## src/rtl/aes_cipher_collector_if.sv

```systemverilog
`default_nettype none
// ============================================================================
//  Module      : aes_cipher_collector_if
//  Description : Ciphertext byte stream in, 128-bit block stream out, plus
//                status/control for the AES cipher collector.
//                The slave modport is the collector's view of these signals.
//                The master modport is the view of the core and consumer.
//  Revision    : 1.0  initial release
// ============================================================================
interface aes_cipher_collector_if;
    logic [7:0]   ct_byte_in;
    logic         ct_strobe_in;
    logic         clear;
    logic         out_ready;
    logic         out_valid;
    logic [127:0] out_data;
    logic [15:0]  block_count;
    logic         short_err;
    logic         long_err;
    logic         overflow;

    modport slave (
        input  ct_byte_in, ct_strobe_in, clear, out_ready,
        output out_valid, out_data, block_count, short_err, long_err, overflow
    );

    modport master (
        output ct_byte_in, ct_strobe_in, clear, out_ready,
        input  out_valid, out_data, block_count, short_err, long_err, overflow
    );
endinterface
`default_nettype wire

```

## src/rtl/aes_cipher_collector.sv

```systemverilog
`default_nettype none
// ============================================================================
//  Module      : aes_cipher_collector
//  Description : Reassembles 16-byte ciphertext bursts from the byte-serial
//                AES core into 128-bit blocks, MSB byte first. Blocks are
//                buffered in a 2-entry FIFO with a valid/ready read side.
//                Sticky framing and overflow flags and a block counter are
//                also provided.
//  Revision    : 1.0  initial release
// ============================================================================
module aes_cipher_collector #(
    parameter int SKIP_FIRST = 1,
    parameter int FIFO_DEPTH = 2
) (
    input  wire logic             clk,
    input  wire logic             rst,
    aes_cipher_collector_if.slave bus
);

    localparam logic [1:0] C_DEPTH = 2'(FIFO_DEPTH);

    typedef enum logic [1:0] {
        S_IDLE    = 2'd0,
        S_COLLECT = 2'd1,
        S_DRAIN   = 2'd2
    } state_t;

    state_t        r_state;
    state_t        w_stateNext;
    logic [3:0]    r_cnt;
    logic [3:0]    w_cntNext;
    logic [127:0]  r_asm;
    logic [127:0]  w_asmNext;
    logic [127:0]  w_block;
    logic [6:0]    w_bitIdx;
    logic          w_push;
    logic          w_shortEv;
    logic          w_longEv;

    logic [127:0]  r_mem0;
    logic [127:0]  r_mem1;
    logic [1:0]    r_count;
    logic [127:0]  w_mem0Next;
    logic [127:0]  w_mem1Next;
    logic [1:0]    w_countNext;
    logic          w_pop;
    logic          w_full;
    logic          w_accept;
    logic          w_drop;

    logic [15:0]   r_blockCount;
    logic          r_shortErr;
    logic          r_longErr;
    logic          r_overflow;

    // Next-state, capture position and framing events of the burst FSM
    always_comb begin
        w_stateNext = r_state;
        w_cntNext   = r_cnt;
        w_asmNext   = r_asm;
        w_push      = 1'b0;
        w_shortEv   = 1'b0;
        w_longEv    = 1'b0;
        // Byte k lands at bits [127-8k -: 8]; w_block is r_asm with the
        // current byte merged, which is also what gets pushed on byte 15.
        w_bitIdx    = 7'd127 - {r_cnt, 3'b000};
        w_block     = r_asm;
        w_block[w_bitIdx -: 8] = bus.ct_byte_in;

        case (r_state)
            S_IDLE: begin
                if (bus.ct_strobe_in) begin
                    w_stateNext = S_COLLECT;
                    if (SKIP_FIRST != 0) begin
                        // First strobe cycle carries a stale byte
                        w_cntNext = 4'd0;
                    end else begin
                        w_asmNext[127:120] = bus.ct_byte_in;
                        w_cntNext          = 4'd1;
                    end
                end
            end
            S_COLLECT: begin
                if (bus.ct_strobe_in) begin
                    w_asmNext = w_block;
                    w_cntNext = r_cnt + 4'd1;
                    if (r_cnt == 4'd15) begin
                        w_push      = 1'b1;
                        w_stateNext = S_DRAIN;
                    end
                end else begin
                    w_shortEv   = 1'b1;
                    w_cntNext   = 4'd0;
                    w_stateNext = S_IDLE;
                end
            end
            S_DRAIN: begin
                // Block already delivered; wait for the strobe to drop
                if (bus.ct_strobe_in) begin
                    w_longEv = 1'b1;
                end else begin
                    w_stateNext = S_IDLE;
                end
            end
            default: begin
                w_stateNext = S_IDLE;
                w_cntNext   = 4'd0;
            end
        endcase
    end

    // FSM state register
    always_ff @(posedge clk or negedge rst) begin
        if (!rst) begin
            r_state <= S_IDLE;
        end else begin
            r_state <= w_stateNext;
        end
    end

    // Capture counter and assembly register
    always_ff @(posedge clk or negedge rst) begin
        if (!rst) begin
            r_cnt <= 4'd0;
            r_asm <= 128'd0;
        end else begin
            r_cnt <= w_cntNext;
            r_asm <= w_asmNext;
        end
    end

    // Two-entry shift FIFO; head is always r_mem0, empty slots are kept at 0
    always_comb begin
        w_pop       = (r_count != 2'd0) && bus.out_ready;
        w_full      = (r_count == C_DEPTH);
        w_accept    = w_push && (!w_full || w_pop);
        w_drop      = w_push && w_full && !w_pop;
        w_mem0Next  = r_mem0;
        w_mem1Next  = r_mem1;
        w_countNext = r_count;

        case ({w_accept, w_pop})
            2'b10: begin
                if (r_count == 2'd0) begin
                    w_mem0Next = w_block;
                end else begin
                    w_mem1Next = w_block;
                end
                w_countNext = r_count + 2'd1;
            end
            2'b01: begin
                w_mem0Next  = r_mem1;
                w_mem1Next  = 128'd0;
                w_countNext = r_count - 2'd1;
            end
            2'b11: begin
                if (r_count == 2'd1) begin
                    w_mem0Next = w_block;
                end else begin
                    w_mem0Next = r_mem1;
                    w_mem1Next = w_block;
                end
            end
            default: begin
                w_countNext = r_count;
            end
        endcase
    end

    // FIFO storage and occupancy
    always_ff @(posedge clk or negedge rst) begin
        if (!rst) begin
            r_mem0  <= 128'd0;
            r_mem1  <= 128'd0;
            r_count <= 2'd0;
        end else begin
            r_mem0  <= w_mem0Next;
            r_mem1  <= w_mem1Next;
            r_count <= w_countNext;
        end
    end

    // Sticky flags and block counter; clear takes priority over new events
    always_ff @(posedge clk or negedge rst) begin
        if (!rst) begin
            r_blockCount <= 16'd0;
            r_shortErr   <= 1'b0;
            r_longErr    <= 1'b0;
            r_overflow   <= 1'b0;
        end else if (bus.clear) begin
            r_blockCount <= 16'd0;
            r_shortErr   <= 1'b0;
            r_longErr    <= 1'b0;
            r_overflow   <= 1'b0;
        end else begin
            if (w_accept) begin
                r_blockCount <= r_blockCount + 16'd1;
            end
            r_shortErr <= r_shortErr | w_shortEv;
            r_longErr  <= r_longErr  | w_longEv;
            r_overflow <= r_overflow | w_drop;
        end
    end

    assign bus.out_valid   = (r_count != 2'd0);
    assign bus.out_data    = r_mem0;
    assign bus.block_count = r_blockCount;
    assign bus.short_err   = r_shortErr;
    assign bus.long_err    = r_longErr;
    assign bus.overflow    = r_overflow;

endmodule
`default_nettype wire

```

## src/flat_wrapper.sv

```systemverilog
// flat-port wrapper written by rule: the top's interface ports become plain ports
module aes_cipher_collector_flat 
#(
    parameter int SKIP_FIRST = 1,
    parameter int FIFO_DEPTH = 2
)
  (clk, rst, bus_ct_byte_in, bus_ct_strobe_in, bus_clear, bus_out_ready, bus_out_valid, bus_out_data, bus_block_count, bus_short_err, bus_long_err, bus_overflow);
  aes_cipher_collector_if bus_i ();
  input  wire logic clk;
  input  wire logic rst;
  input wire logic [$bits(bus_i.ct_byte_in)-1:0] bus_ct_byte_in;
  input wire logic [$bits(bus_i.ct_strobe_in)-1:0] bus_ct_strobe_in;
  input wire logic [$bits(bus_i.clear)-1:0] bus_clear;
  input wire logic [$bits(bus_i.out_ready)-1:0] bus_out_ready;
  output wire logic [$bits(bus_i.out_valid)-1:0] bus_out_valid;
  output wire logic [$bits(bus_i.out_data)-1:0] bus_out_data;
  output wire logic [$bits(bus_i.block_count)-1:0] bus_block_count;
  output wire logic [$bits(bus_i.short_err)-1:0] bus_short_err;
  output wire logic [$bits(bus_i.long_err)-1:0] bus_long_err;
  output wire logic [$bits(bus_i.overflow)-1:0] bus_overflow;
  assign bus_i.ct_byte_in = bus_ct_byte_in;
  assign bus_i.ct_strobe_in = bus_ct_strobe_in;
  assign bus_i.clear = bus_clear;
  assign bus_i.out_ready = bus_out_ready;
  assign bus_out_valid = bus_i.out_valid;
  assign bus_out_data = bus_i.out_data;
  assign bus_block_count = bus_i.block_count;
  assign bus_short_err = bus_i.short_err;
  assign bus_long_err = bus_i.long_err;
  assign bus_overflow = bus_i.overflow;
  aes_cipher_collector #(.SKIP_FIRST(SKIP_FIRST), .FIFO_DEPTH(FIFO_DEPTH)) u_core (.clk(clk), .rst(rst), .bus(bus_i));
endmodule
```

## config.mk

```make
export PLATFORM = sky130hd
export DESIGN_NAME = aes_cipher_collector_flat
export DESIGN_NICKNAME = d
export VERILOG_FILES = /design/src/rtl/aes_cipher_collector_if.sv /design/src/rtl/aes_cipher_collector.sv /design/src/flat_wrapper.sv
export SDC_FILE = /design/constraint.sdc
export NUM_CORES = 1
export LEC_CHECK = 0
export CORE_MARGIN = 2
export CORE_UTILIZATION = 40
export CTS_CLUSTER_DIAMETER = 40
export DETAILED_ROUTE_END_ITERATION = 12
export PLACE_DENSITY = 0.6
export SKIP_LAST_GASP = 1
export SLEW_MARGIN = 20
export SYNTH_ARGS = -nofsm -noshare
export SYNTH_HDL_FRONTEND = slang
export SYNTH_SLANG_ARGS = --single-unit
```

## constraint.sdc

```tcl
create_clock -name clk -period 7.15 [get_ports clk]
set_clock_uncertainty 0.1 [all_clocks]
set_input_delay 1.43 -clock clk [delete_from_list [all_inputs] [get_ports clk]]
set_output_delay 1.43 -clock clk [all_outputs]
set_load 0.01 [all_outputs]
```

Word-level counts from Yosys, hierarchy flattened
Index checks and enable logic that the tools add are counted.
{"block": "totals", "reg_bits": 411, "output_inout_bits": 148, "elab_cells": 82}
{"block": "classes", "addsub": 6, "eq_ne": 14, "n_shift": 2, "muxes": 28, "n_bitwise": 4, "reduce_logical": 18}
{"op": "128-bit case mux with 3 select lines", "n": 2}
{"op": "128-bit two-way mux", "n": 4}
{"op": "8-bit by 9-bit variable shift with 135-bit output (first input constant)", "n": 1}
{"op": "8-bit by 9-bit variable part select with 135-bit output", "n": 1}
{"op": "128-bit bitwise mux", "n": 1}
{"op": "16-bit two-way mux", "n": 2}
{"op": "16-bit by 1-bit adder with 16-bit output (second input constant)", "n": 1}
{"op": "4-bit case mux with 3 select lines", "n": 1}
{"op": "1-bit two-way mux", "n": 10}
{"op": "7-bit negation with 9-bit output", "n": 1}
{"op": "2-bit equality test (second input constant)", "n": 4}
{"op": "2-bit two-way mux", "n": 4}
{"op": "4-bit two-way mux", "n": 2}
{"op": "2-bit != test (second input constant)", "n": 4}
{"op": "7-bit subtractor (first input constant)", "n": 1}
{"op": "2-bit by 1-bit equality test with 1-bit output (second input constant)", "n": 3}
{"op": "2-bit case mux with 3 select lines", "n": 1}
{"op": "2-bit AND reduction", "n": 3}
{"op": "3-bit AND reduction", "n": 2}
{"op": "2-bit nonzero test", "n": 3}
{"op": "4-bit by 1-bit adder with 4-bit output (second input constant)", "n": 1}
{"op": "4-bit equality test (second input constant)", "n": 1}
{"op": "1-bit logical AND", "n": 4}
{"op": "2-bit logical NOT", "n": 2}
{"op": "10 further kinds", "n": 13}

Depth between registers and ports, before layout
{"block": "logic_depth", "ltp_word": 8, "mapped_depth": 9, "ltp_nobuf": 6}

Worst setup path before layout
Ideal clock, no wire load.
{"block": "synth_path", "path_kind": "input port to flip-flop", "from": "input port bus_out_ready", "to": "register u_core.r_blockCount[11], in the netlist u_core.bus.block_count[11]", "arrival_ps": 2664, "slack_ps": 4308, "stages": 6, "path_buffers": 2, "path_cell_list": "nand2b_4 > buf_6 > a2111o_1 > buf_6 > or4_1 > a21oi_1"}
{"block": "synth_between", "elab_chain_len": 4}
{"item": "from (decl)", "line": "flat_wrapper.sv:14", "source": "input wire logic [$bits(bus_i.out_ready)-1:0] bus_out_ready;"}
{"item": "1-bit logical AND", "line": "aes_cipher_collector.sv:134", "source": "w_pop = (r_count != 2'd0) && bus.out_ready;"}
{"item": "1-bit logical OR", "line": "aes_cipher_collector.sv:136", "source": "w_accept = w_push && (!w_full || w_pop);"}
{"item": "1-bit logical AND", "line": "aes_cipher_collector.sv:136"}
{"item": "2-bit nonzero test (no line)"}
{"item": "to (signal assigned)", "line": "aes_cipher_collector.sv:197", "source": "r_blockCount <= r_blockCount + 16'd1;"}
{"item": "to (decl)", "line": "aes_cipher_collector.sv:51", "source": "logic [15:0] r_blockCount;"}
No other way between the ends.
A chain may end at the register's enable or synchronous reset.

Worst setup path in the final report
{"block": "layout_path", "from": "input port bus_ct_strobe_in", "to": "register u_core.r_mem1[83]"}
{"block": "layout_between", "elab_chain_len": 6}
{"item": "from (decl)", "line": "flat_wrapper.sv:12", "source": "input wire logic [$bits(bus_i.ct_strobe_in)-1:0] bus_ct_strobe_in;"}
{"item": "1-bit two-way mux *", "line": "aes_cipher_collector.sv:84", "source": "if (bus.ct_strobe_in) begin"}
{"item": "1-bit two-way mux *", "line": "aes_cipher_collector.sv:70", "source": "case (r_state)"}
{"item": "1-bit logical AND *", "line": "aes_cipher_collector.sv:136"}
{"item": "2-bit equality test or 2-bit by 1-bit equality test with 1-bit output (tied branches)", "line": "aes_cipher_collector.sv:142", "source": "case ({w_accept, w_pop})"}
{"item": "2-bit != test (no line) or 3-bit nonzero test (tied branches)"}
{"item": "3-bit AND reduction (no line)"}
{"item": "to (signal assigned)", "line": "aes_cipher_collector.sv:178", "source": "r_mem1 <= w_mem1Next;"}
{"item": "to (decl)", "line": "aes_cipher_collector.sv:41", "source": "logic [127:0] r_mem1;"}
Every way passes the cells marked *; elsewhere a longest branch is shown, timed or not.

==> results.cfg <==
[outcome]
status = finished, final reports clean

[power_and_ir_drop]
p_sw_uw = 2558
clkPwrFrac_pct = 38.3
netSwitchingFraction_pct = 31.36
leakagePower_uw = 0.009233
p_comb_share_pct = 25.0
powerDensity_nw_per_um2 = 362.6
p_int_uw = 5600
ir_drop_v = 0.0002152
seq_power_share_pct = 36.7

[clock_network]
cts_htree_levels = 2
root_buffer = clkbuf_16
clk_pin_slew_worst_paths_ns = 0.05
cts.hold.buffers_added = 0
cts_resized = 0
cts_setup_buffers = 0
cts_tree = done
clk_latency_ns = 0.62
clk_path_buf_depth = 3
cts_inserted_buffers = 60
clock-sinks = 411

[sta]
tightestPinTransition_ns = 1.112
setup_viol = 0
hold_violations = 0
slew_viol_final = 0
min_period_over_period_pct = 55.57
rsz0062_at_grt = no
finalSetupTns_ns = 0
maxSlewHeadroom_pct = 25.59
period_minus_slack_ns = 3.974
fmax_mhz = 251.7

[worst_setup_path]
crit_buf_inv = 3
worstReg2RegStart = u_core.r_cnt[0]
path_class = input pin to flip-flop
critical_path.max_stage_delay_ns = 0.63
crit_top_cell = buf_12
crit_required_ns = 7.57
reg2reg_slack_ns = 3.36
crit_start = bus_ct_strobe_in
cp_max_fo = 264
cp.depth = 7
end_kind = flip-flop
r2r_end = u_core.r_asm[67]
cp.arrival_ns = 4.40
cp-start-kind = input pin
crit_path_end = u_core.r_mem1[83]
rr_worst_depth = 6
worstPathCellList = clkdlybuf4s50_1, nand3b_1, buf_12, nor3_1, o22ai_4, buf_12, o2bb2ai_1
critical-path-top-delay-family = buffers and inverters
critPathSlowestCell = buf_12

[die]
rows = 78
top_level_ports = 161
start_util_pct = 40.42
dieHeight_microns = 217.9
core_area_sq_um = 45280
chipWidth_microns = 217.9
dieArea_sq_um = 47490

[route]
drtAntennaViolNets = 0
firstDrtPassIters = 5
drtIter0Drc = 1128
wl_per_cell_microns = 19.90
vias_per_cell = 5.455
wirelength_mm = 50.22
vias = 13760
drc_errors = 0

[finish]
fillers = 4171
multi_input_comb_area_sq_um = 7405
drive_above_1_share_pct = 7.332
fin_area_sq_um = 22500
fin_nets = 1895
n_antenna_cell = 0
seq_area_sq_um = 10280
area_delta_synth_final_pct = 22.93

[place]
portBuffers = 160
place_hpwl_mm = 30.14
gp_congestion = 0.7834
place_area_sq_um = 20310

[synth]
ys_ff_latch = 411
synth-seq-area-share_pct = 56.19
ys_dominant_reg_cell = dfrtp_1
synth_cells = 1781
synth_cell_types = 48
synth_edf_count = 0
synthArstFlopShare_pct = 100.0
synth_fp_nets = 1804
synth_area_sq_um = 18310
postSynthAreaPerCell_sq_um = 10.28
ys_warn_count = 0

[grt]
grt_pass1_wl_mm = 79.39
grt_pass1_vias = 13440
track_usage_pct = 21.33
antenna_found_initial = 0
grt-ovfl-total = 0
grt_max_degree = 265

[hold_path]
hp-class = flip-flop to flip-flop

[run]
cap_viol_max_count = 0
cells in the final DEF, fill, tap and decap left out, types with 3 or more instances in the layout:
cell / instances
dfrtp_1: 411
o21ai_0: 376
nand2_1: 266
clkdlybuf4s50_1: 159
o2bb2ai_1: 128
and2_1: 120
mux2i_1: 99
clkbuf_16: 60
and3b_1: 32
a22oi_1: 25
o21ai_1: 19
a21oi_1: 15
nor2_1: 14
buf_4: 14
nand3_1: 13
and3_1: 13
inv_1: 11
ha_1: 10
inv_6: 10
nor3b_1: 9
clkinv_4: 9
a2bb2oi_1: 8
a221oi_1: 8
bufinv_16: 8
or3_1: 7
clkbuf_8: 7
clkinvlp_4: 6
buf_12: 6
xnor2_1: 5
o31ai_1: 4
inv_8: 4
clkbuf_1: 4
nor3b_2: 3
nand2b_1: 3
nand4_1: 3
or4_1: 3
clkinv_2: 3
worst min-delay path by stage:
| stage | cells after the start | from | end | slack, ns |
|---|---|---|---|---|
| after global routing | 1 | u_core.r_mem1[104] | u_core.r_mem1[104] | 0.39 |
| final | 2 | u_core.bus.out_data[81] | u_core.bus.out_data[81] | 0.38 |
| after CTS | 2 | u_core.r_asm[118] | u_core.r_asm[118] | 0.38 |
| after floorplan | 2 | u_core.r_asm[104] | u_core.r_asm[104] | 0.35 |
| after detailed placement | 1 | u_core.r_mem1[64] | u_core.r_mem1[64] | 0.37 |
| after global placement | 2 | u_core.r_asm[127] | u_core.r_asm[127] | 0.36 |
cells in the mapped netlist, types with 2 or more instances:
cell       instances  area (sq um)
nor3b_1           12         90.09
o2111ai_1          3         26.28
a221oi_1           8         70.07
nand2_1          266         998.5
ha_1              10         125.1
nor2_1            14         52.55
and3_1            13         81.33
o21ai_1           19         95.09
or3_1              7         43.79
a31oi_1            2         12.51
and4_1             2         17.52
or4_1              3         22.52
dfrtp_1          411         10280
o2bb2ai_1        128          1121
inv_1             11         41.29
mux2i_1           99         991.0
and2_1           120         750.7
buf_2             56         280.3
nand2b_1           3         18.77
clkbuf_1          90         337.8
a21oi_1           15         75.07
o21ai_0          376          1882
and3b_1           32         280.3
buf_1              3         11.26
buf_6              2         22.52
o31ai_1            4         30.03
xnor2_1            5         43.79
a2111oi_0          2         17.52
nand3_1           13         65.06
a22oi_1           25         187.7
nand4_1            3         18.77
a2bb2oi_1          8         70.07
worst min-delay path: stages, from the launching register on:
cell and delay [ns]:
dfrtp_1 0.34, nand2_1 0.04, o21ai_0 0.06
cell families (layout without fill, tap and decap cells):
family          count (synthesis)  in the layout  share of synthesized area, %
simple gates                  495            495                         13.64
compound gates                597            597                         19.97
buf+inv                       163            305                         3.828
xor+xnor                        6              6                        0.2871
flops                         411            411                         56.19
fa+ha+maj                      10             10                        0.6835
mux                            99             99                         5.414
power by group through the flow:
stage	sequential, uW	clock (uW)	combinational, uW
floorplan	3110	0	822
global placement	3030	0	2050
detailed placement	3040	0	2070
CTS	3000	3190	2080
global route	3040	3290	2250
finish	2990	3120	2040
sequential cells by signal, summed over array words and instances, names as in the netlist:
| register | cells |
|---|---|
| u_core.r_asm | 128 |
| u_core.bus.short_err | 1 |
| u_core.bus.long_err | 1 |
| u_core.r_count | 2 |
| u_core.r_mem1 | 128 |
| u_core.r_cnt | 4 |
| u_core.r_state | 2 |
| u_core.bus.out_data | 128 |
| u_core.bus.block_count | 16 |
| u_core.bus.overflow | 1 |
metrics by stage:
stage	hold WS, ns	utilization [%]	power [uW]	std cells	setup slack [ns]
after floorplan	0.3492	-	3928	1781	4.308
after global placement	0.3611	44.85	5079	2409	2.803
after detailed placement	0.3684	44.85	5109	2409	2.725
after CTS	0.3821	49.62	8270	2522	3.332
after global routing	0.3892	49.69	8582	2523	3.049
final	0.3765	49.69	8158	2523	3.176
routing by layer:
layer,up-vias,track usage (%),wire [microns]
met5,-,0,0
met4,0,8.118,1518
met3,83,4.477,2920
met2,333,32.34,22710
met1,6828,30.04,23070
li1,6520,-,-
final cells by class:
class | instances | area share (%)
Clock buffer | 71 | 7.167
Sequential cell | 411 | 45.71
Inverter | 11 | 0.1835
Multi-Input combinational cell | 1207 | 32.91
Clock inverter | 42 | 2.435
Timing Repair Buffer | 181 | 8.263
Tap cell | 600 | 3.336
No activity file was read; power rests on OpenSTA's default activity.
